===== config.mk =====
export PLATFORM = sky130hd
export DESIGN_NAME = ws2812_enc
export DESIGN_NICKNAME = d
export VERILOG_FILES = /design/src/rtl/ws2812_enc.sv
export SDC_FILE = /design/constraint.sdc
export NUM_CORES = 1
export LEC_CHECK = 0
export CORE_MARGIN = 3
export CORE_UTILIZATION = 25
export DETAILED_ROUTE_END_ITERATION = 8
export PLACE_DENSITY = 0.38
export SLEW_MARGIN = 20
export SYNTH_ARGS = -nofsm -noshare
export SYNTH_HDL_FRONTEND = slang
export SYNTH_SLANG_ARGS = --single-unit

===== constraint.sdc =====
create_clock -name clk_in -period 2.9 [get_ports clk_in]
set_clock_uncertainty 0.2 [all_clocks]
set_input_delay 0.29 -clock clk_in [delete_from_list [all_inputs] [get_ports clk_in]]
set_output_delay 0.29 -clock clk_in [all_outputs]
set_load 0.005 [all_outputs]

===== src/rtl/ws2812_enc.sv =====
// WS2812 single-wire bit encoder: turns strobed data bits into timed high/low pulses,
// with a one-deep pending slot so a host can stream bits back-to-back without gaps.
`timescale 1ns/1ps

module ws2812_enc #(
    parameter logic [15:0] CNT_T0H    = 16'd80,
    parameter logic [15:0] CNT_T1H    = 16'd160,
    parameter logic [15:0] CNT_PERIOD = 16'd250,
    parameter logic [15:0] DONE_LEAD  = 16'd4
) (
    input  logic clk_in,
    input  logic rst_n_in,
    input  logic bit_rdy_in,
    input  logic bit_data_in,
    output logic bit_done_out,
    output logic busy_out,
    output logic ovf_out,
    output logic ws2812_data_out
);

    localparam int unsigned CNT_W = 16;
    localparam logic [CNT_W-1:0] LAST_CNT = CNT_PERIOD - CNT_W'(1);
    localparam logic [CNT_W-1:0] DONE_CNT = CNT_PERIOD - CNT_W'(1) - DONE_LEAD;

    if (!((CNT_T0H > 16'd0) && (CNT_T0H < CNT_T1H) &&
          (CNT_T1H < CNT_PERIOD - DONE_LEAD - 16'd1))) begin : g_param_err
        $error("ws2812_enc: illegal timing parameters (need 0 < T0H < T1H < PERIOD-DONE_LEAD-1)");
    end

    typedef enum logic [1:0] {
        IDLE = 2'd0,
        HIGH = 2'd1,
        LOW  = 2'd2
    } state_t;

    state_t             state_q, state_d;
    logic [CNT_W-1:0]   cnt_q, cnt_d;
    logic               cur_q, cur_d;
    logic               pend_vld_q, pend_vld_d;
    logic               pend_data_q, pend_data_d;
    logic               data_q, data_d;
    logic               done_q, done_d;
    logic               busy_q, busy_d;
    logic               ovf_q, ovf_d;
    logic [CNT_W-1:0]   thigh_c;
    logic               last_c;

    always_ff @(posedge clk_in or negedge rst_n_in) begin
        if (!rst_n_in) begin
            state_q     <= IDLE;
            cnt_q       <= '0;
            cur_q       <= 1'b0;
            pend_vld_q  <= 1'b0;
            pend_data_q <= 1'b0;
            data_q      <= 1'b0;
            done_q      <= 1'b0;
            busy_q      <= 1'b0;
            ovf_q       <= 1'b0;
        end else begin
            state_q     <= state_d;
            cnt_q       <= cnt_d;
            cur_q       <= cur_d;
            pend_vld_q  <= pend_vld_d;
            pend_data_q <= pend_data_d;
            data_q      <= data_d;
            done_q      <= done_d;
            busy_q      <= busy_d;
            ovf_q       <= ovf_d;
        end
    end

    always_comb begin
        state_d     = state_q;
        cnt_d       = cnt_q;
        cur_d       = cur_q;
        pend_vld_d  = pend_vld_q;
        pend_data_d = pend_data_q;
        ovf_d       = ovf_q;
        thigh_c     = cur_q ? CNT_T1H : CNT_T0H;
        last_c      = (state_q == LOW) && (cnt_q == LAST_CNT);

        case (state_q)
            IDLE: begin
                if (bit_rdy_in) begin
                    cur_d   = bit_data_in;
                    cnt_d   = '0;
                    state_d = HIGH;
                end
            end
            HIGH: begin
                cnt_d = cnt_q + CNT_W'(1);
                if (cnt_q == thigh_c - CNT_W'(1)) begin
                    state_d = LOW;
                end
            end
            LOW: begin
                if (last_c) begin
                    cnt_d = '0;
                    if (pend_vld_q) begin
                        cur_d      = pend_data_q;
                        state_d    = HIGH;
                        pend_vld_d = 1'b0;
                    end else if (bit_rdy_in) begin
                        cur_d   = bit_data_in;
                        state_d = HIGH;
                    end else begin
                        state_d = IDLE;
                    end
                end else begin
                    cnt_d = cnt_q + CNT_W'(1);
                end
            end
            default: begin
                state_d = IDLE;
                cnt_d   = '0;
            end
        endcase

        // Strobes during a bit go to the pending slot; on the last cycle a consumed slot refills.
        if ((state_q != IDLE) && bit_rdy_in) begin
            if (!pend_vld_q) begin
                if (!last_c) begin
                    pend_vld_d  = 1'b1;
                    pend_data_d = bit_data_in;
                end
            end else if (last_c) begin
                pend_vld_d  = 1'b1;
                pend_data_d = bit_data_in;
            end else begin
                ovf_d = 1'b1;
            end
        end

        data_d = (state_d == HIGH);
        busy_d = (state_d != IDLE);
        done_d = (state_d == LOW) && (cnt_d == DONE_CNT);
    end

    assign ws2812_data_out = data_q;
    assign bit_done_out    = done_q;
    assign busy_out        = busy_q;
    assign ovf_out         = ovf_q;

endmodule


==> reports/summary.log <==
[finish] Largest regs cnt_q: 16 flops, state_q: 2 flops
[global_routing] pin count of the biggest net entering global routing 26
[sta] Final min period 2710 ps
[finish] number of antenna cells inserted 0
[route] Routed WL 3940 um
[finish] share of final-layout standard cells stronger than drive strength 1 13.6%
[synth] sequential fraction of the synthesis area 39.8%
[synth] number of instances in the synthesized netlist 170
[placement] Placed Instance Area 0.00173 mm2
[clock_network] total number of H-tree levels 1
[pwr] Total Power Consumption 1.21 mW
[finish] Biggest register cnt_q
[floorplan] total core area 0.00599 mm2
[global_routing] first-pass GRT wire length 6390 um
[global_routing] all-layer global routing usage 11.1%
[route] DRC violations left 0
[sta] Max Clk Rate 369 MHz
[floorplan] # rows 28
[synth] most frequently used flop master after synthesis sky130_fd_sc_hd__dfrtp_1
[synth] netlist area before placement 0.00157 mm2
[critical_path] data required time at the worst endpoint 2880 ps
[floorplan] full die area 0.00728 mm2
[floorplan] Die X-Extent 85.3 um
[finish] Final Non-Filler Cells 259
[synth] cell type with the highest aggregate area in the netlist sky130_fd_sc_hd__dfrtp_1
[synth] post-synthesis sequential element count 25
[clock_network] Bufs on Longest Clock Path 2
[critical_path] critical path arrival 2680 ps
[route] average routed wire per standard cell 15.2 um
[synth] area share of the largest cell type after synthesis 39.8%
[critical_path] CP Capture Type flip-flop
[pwr] static leakage 0.703 nW
[finish] flip-flop count of the largest register after layout 16
[synth] proportion of register bits with asynchronous set or reset after synthesis 100%
[floorplan] starting density of the core 26.3%
[sta] max-slew violations 0
[finish] total non-filler cell area in the finished layout 0.00183 mm2
[floorplan] die outline height 85.3 um
[sta] Period Utilization, post-route 93.4%
[sta] Hold Fails Final Rpt 0
[run_status] run status completed
[floorplan] number of top-level pins 8
[synth] top cells by area in the synthesized netlist sky130_fd_sc_hd__dfrtp_1, sky130_fd_sc_hd__o21ai_0, sky130_fd_sc_hd__nand2_1, sky130_fd_sc_hd__nand3_1, sky130_fd_sc_hd__a21o_1
[sta] unrepaired setup endpoints after global routing no
[finish] area of the multi-input gates 870 um2
[critical_path] reg2reg setup slack 190 ps
[finish] area used by sequential logic in the layout 626 um2
[clock_network] root cell of the clock tree sky130_fd_sc_hd__clkbuf_8
[placement] count of buffers inserted at the top-level ports 7
[pwr] Worst IR Drop VDD 0.324 mV
[sta] worst rel slew slack 52.2%
[synth] Avg Cell Area, Syn 9.25 um2
[global_routing] GR Overflow Total 0
[finish] fin nets 192
[route] iteration count of the initial detailed-routing pass 4
[clock_network] clk_lat worst skew 260 ps
[global_routing] via count of the first global-routing pass 1280
[clock_network] Num Clock Sinks 25
[critical_path] crit start category flip-flop
[synth] number of flops mapped to enable cells by yosys 0
[job] max capacitance violation total 0
[critical_path] worst-path maximum fanout 12
[pwr] total power density per cell area 662 mW/mm2
[route] number of violations reported at the end of detailed-routing iteration 0 80
[clock_network] number of CTS-inserted buffers 3
[synth] Unique masters post-synth 47
[clock_network] post-CTS clock slew at the launch and capture registers of the worst setup and hold paths 90 ps
[finish] Layout area overhead 16.1%
[route] via/cell ratio 5.15
[placement] total instance count after detailed placement 251
[placement] HPWL Detailed 2900 um
[critical_path] endpoint of the worst-slack reg-to-reg timing path bit_done_out
[route] DRT antenna net count 0
[critical_path] reg-to-reg critical path startpoint cnt_q[10]
[critical_path] critical path type flip-flop to flip-flop
[synth] syn_nets 177
[critical_path] R2R cell count 9
[sta] total negative slack for setup checks 0 ps
[clock_network] clock tree from TritonCTS built
[placement] routability congestion estimate from global placement 0.743
[hold_path] worst hold path class primary input to asynchronous set/reset pin
[route] via count 1334
[synth] Synth Warn # 0
[sta] slew at the pin closest to its max-slew limit 711 ps
[sta] final setup violation count 0
[global_routing] initial antenna violation count 0
[finish] filler cell count 624
[clock_network] hold bufs inserted after CTS 0
## cells by family (layout without fill, tap and decap cells)
family                   count (synthesis)  in the layout  synth area share (%)
XOR/XNOR                                 3              3                  1.67
adder cells (fa/ha/maj)                  3              3                  2.39
AND/OR/NAND/NOR                         73             73                  27.5
buffers and inverters                   14             28                  5.49
AO/OA/AOI/OAI                           52             52                  23.2
flip-flops                              25             25                  39.8
## worst max path at each step
stage / startpoint / endpoint / slack [ps] / depth (start not counted)
finish: cnt_q[10] / bit_done_out / 190 / 9
floorplan: cnt_q[4] / bit_done_out / 590 / 7
CTS: cnt_q[10] / bit_done_out / 70 / 7
detailed placement: cnt_q[10] / bit_done_out / 100 / 7
global placement: cnt_q[10] / bit_done_out / 90 / 7
global route: cnt_q[10] / bit_done_out / 30 / 9
## power breakdown
part | switching, mW | internal, mW | leakage, nW
sequential | 0.128 | 0.427 | 0.310
clock | 0.107 | 0.0982 | 0.0228
combinational | 0.234 | 0.215 | 0.370
total | 0.469 | 0.739 | 0.703
## worst max-delay path: stages (launching register included)
cell and delay [ps]:
sky130_fd_sc_hd__dfrtp_1 480, sky130_fd_sc_hd__nor4_2 500, sky130_fd_sc_hd__nand4_4 260, sky130_fd_sc_hd__a21oi_4 240
sky130_fd_sc_hd__buf_12 140, sky130_fd_sc_hd__buf_4 110, sky130_fd_sc_hd__o21ai_2 50, sky130_fd_sc_hd__a21o_1 190
sky130_fd_sc_hd__or2_0 240, sky130_fd_sc_hd__nor4_2 210
## synth_stat cells, types with 3 or more instances
cell                       instances
sky130_fd_sc_hd__nand2_1          15
sky130_fd_sc_hd__nor2_1           10
sky130_fd_sc_hd__buf_6             4
sky130_fd_sc_hd__a31oi_1           3
sky130_fd_sc_hd__o31ai_1           3
sky130_fd_sc_hd__ha_1              3
sky130_fd_sc_hd__a21oi_1           8
sky130_fd_sc_hd__dfrtp_1          25
sky130_fd_sc_hd__nand3_1           9
sky130_fd_sc_hd__nor2b_1           4
sky130_fd_sc_hd__inv_1             5
sky130_fd_sc_hd__o21ai_0          15
sky130_fd_sc_hd__nor3_1            7
sky130_fd_sc_hd__nand4_1           4
sky130_fd_sc_hd__o21ai_1           3
sky130_fd_sc_hd__nor4_2            3
sky130_fd_sc_hd__and4_1            3
sky130_fd_sc_hd__xnor2_1           3
sky130_fd_sc_hd__buf_2             3
sky130_fd_sc_hd__nand2b_1          4
sky130_fd_sc_hd__a21o_1            6
## repair_timing
item / 4_1_cts / 5_1_grt
buffers inserted: 0 / 4
resized for setup: 0 / 3
endpoints found under the setup margin: 0 / 1
## per-layer routing
layer  global-route usage (%)  vias up  part of all wire (%)
li1                         -      661                     -
met1                     14.6      647                    49
met2                     18.9       22                    47
met3                     1.65        4                   2.9
met4                     3.02        0                  0.91
met5                        0        -                     0
## cell usage in the layout (no fill, tap or decap), types with 2 or more instances in the layout
cell type and count:
sky130_fd_sc_hd__and4_1 3, sky130_fd_sc_hd__clkbuf_8 3, sky130_fd_sc_hd__nor4_2 3, sky130_fd_sc_hd__o211ai_1 2
sky130_fd_sc_hd__nand3_1 9, sky130_fd_sc_hd__a22oi_1 2, sky130_fd_sc_hd__nor2b_1 4, sky130_fd_sc_hd__o21ai_0 14
sky130_fd_sc_hd__ha_1 3, sky130_fd_sc_hd__a31oi_1 3, sky130_fd_sc_hd__nand2b_1 4, sky130_fd_sc_hd__a21o_1 6
sky130_fd_sc_hd__inv_1 5, sky130_fd_sc_hd__dfrtp_1 25, sky130_fd_sc_hd__clkdlybuf4s50_1 7, sky130_fd_sc_hd__and3_1 2
sky130_fd_sc_hd__a21oi_1 8, sky130_fd_sc_hd__nor2_1 10, sky130_fd_sc_hd__nand4_1 4, sky130_fd_sc_hd__o31ai_1 3
sky130_fd_sc_hd__nand2_1 15, sky130_fd_sc_hd__xnor2_1 3, sky130_fd_sc_hd__o21ai_1 4, sky130_fd_sc_hd__nor3_1 7
sky130_fd_sc_hd__buf_4 11
## final cells by class
class                      count  area share, %
multi-input combinational    131           47.6
sequential                    25           34.3
timing repair buffer          19           9.46
tap                           75           5.14
clock buffer                   4           2.47
inverter                       5           1.03
## through the flow
| step | util (%) | hold WS [ps] | setup slack [ps] |
|---|---|---|---|
| after floorplan | - | -206 | 590 |
| after global placement | 28.9 | 255 | 95.0 |
| after detailed placement | 28.9 | 293 | 101 |
| after CTS | 29.6 | 201 | 72.8 |
| after global routing | 30.5 | 221 | 28.7 |
| final | 30.5 | 194 | 191 |
Note: power is estimated with default switching activity, not from simulation.
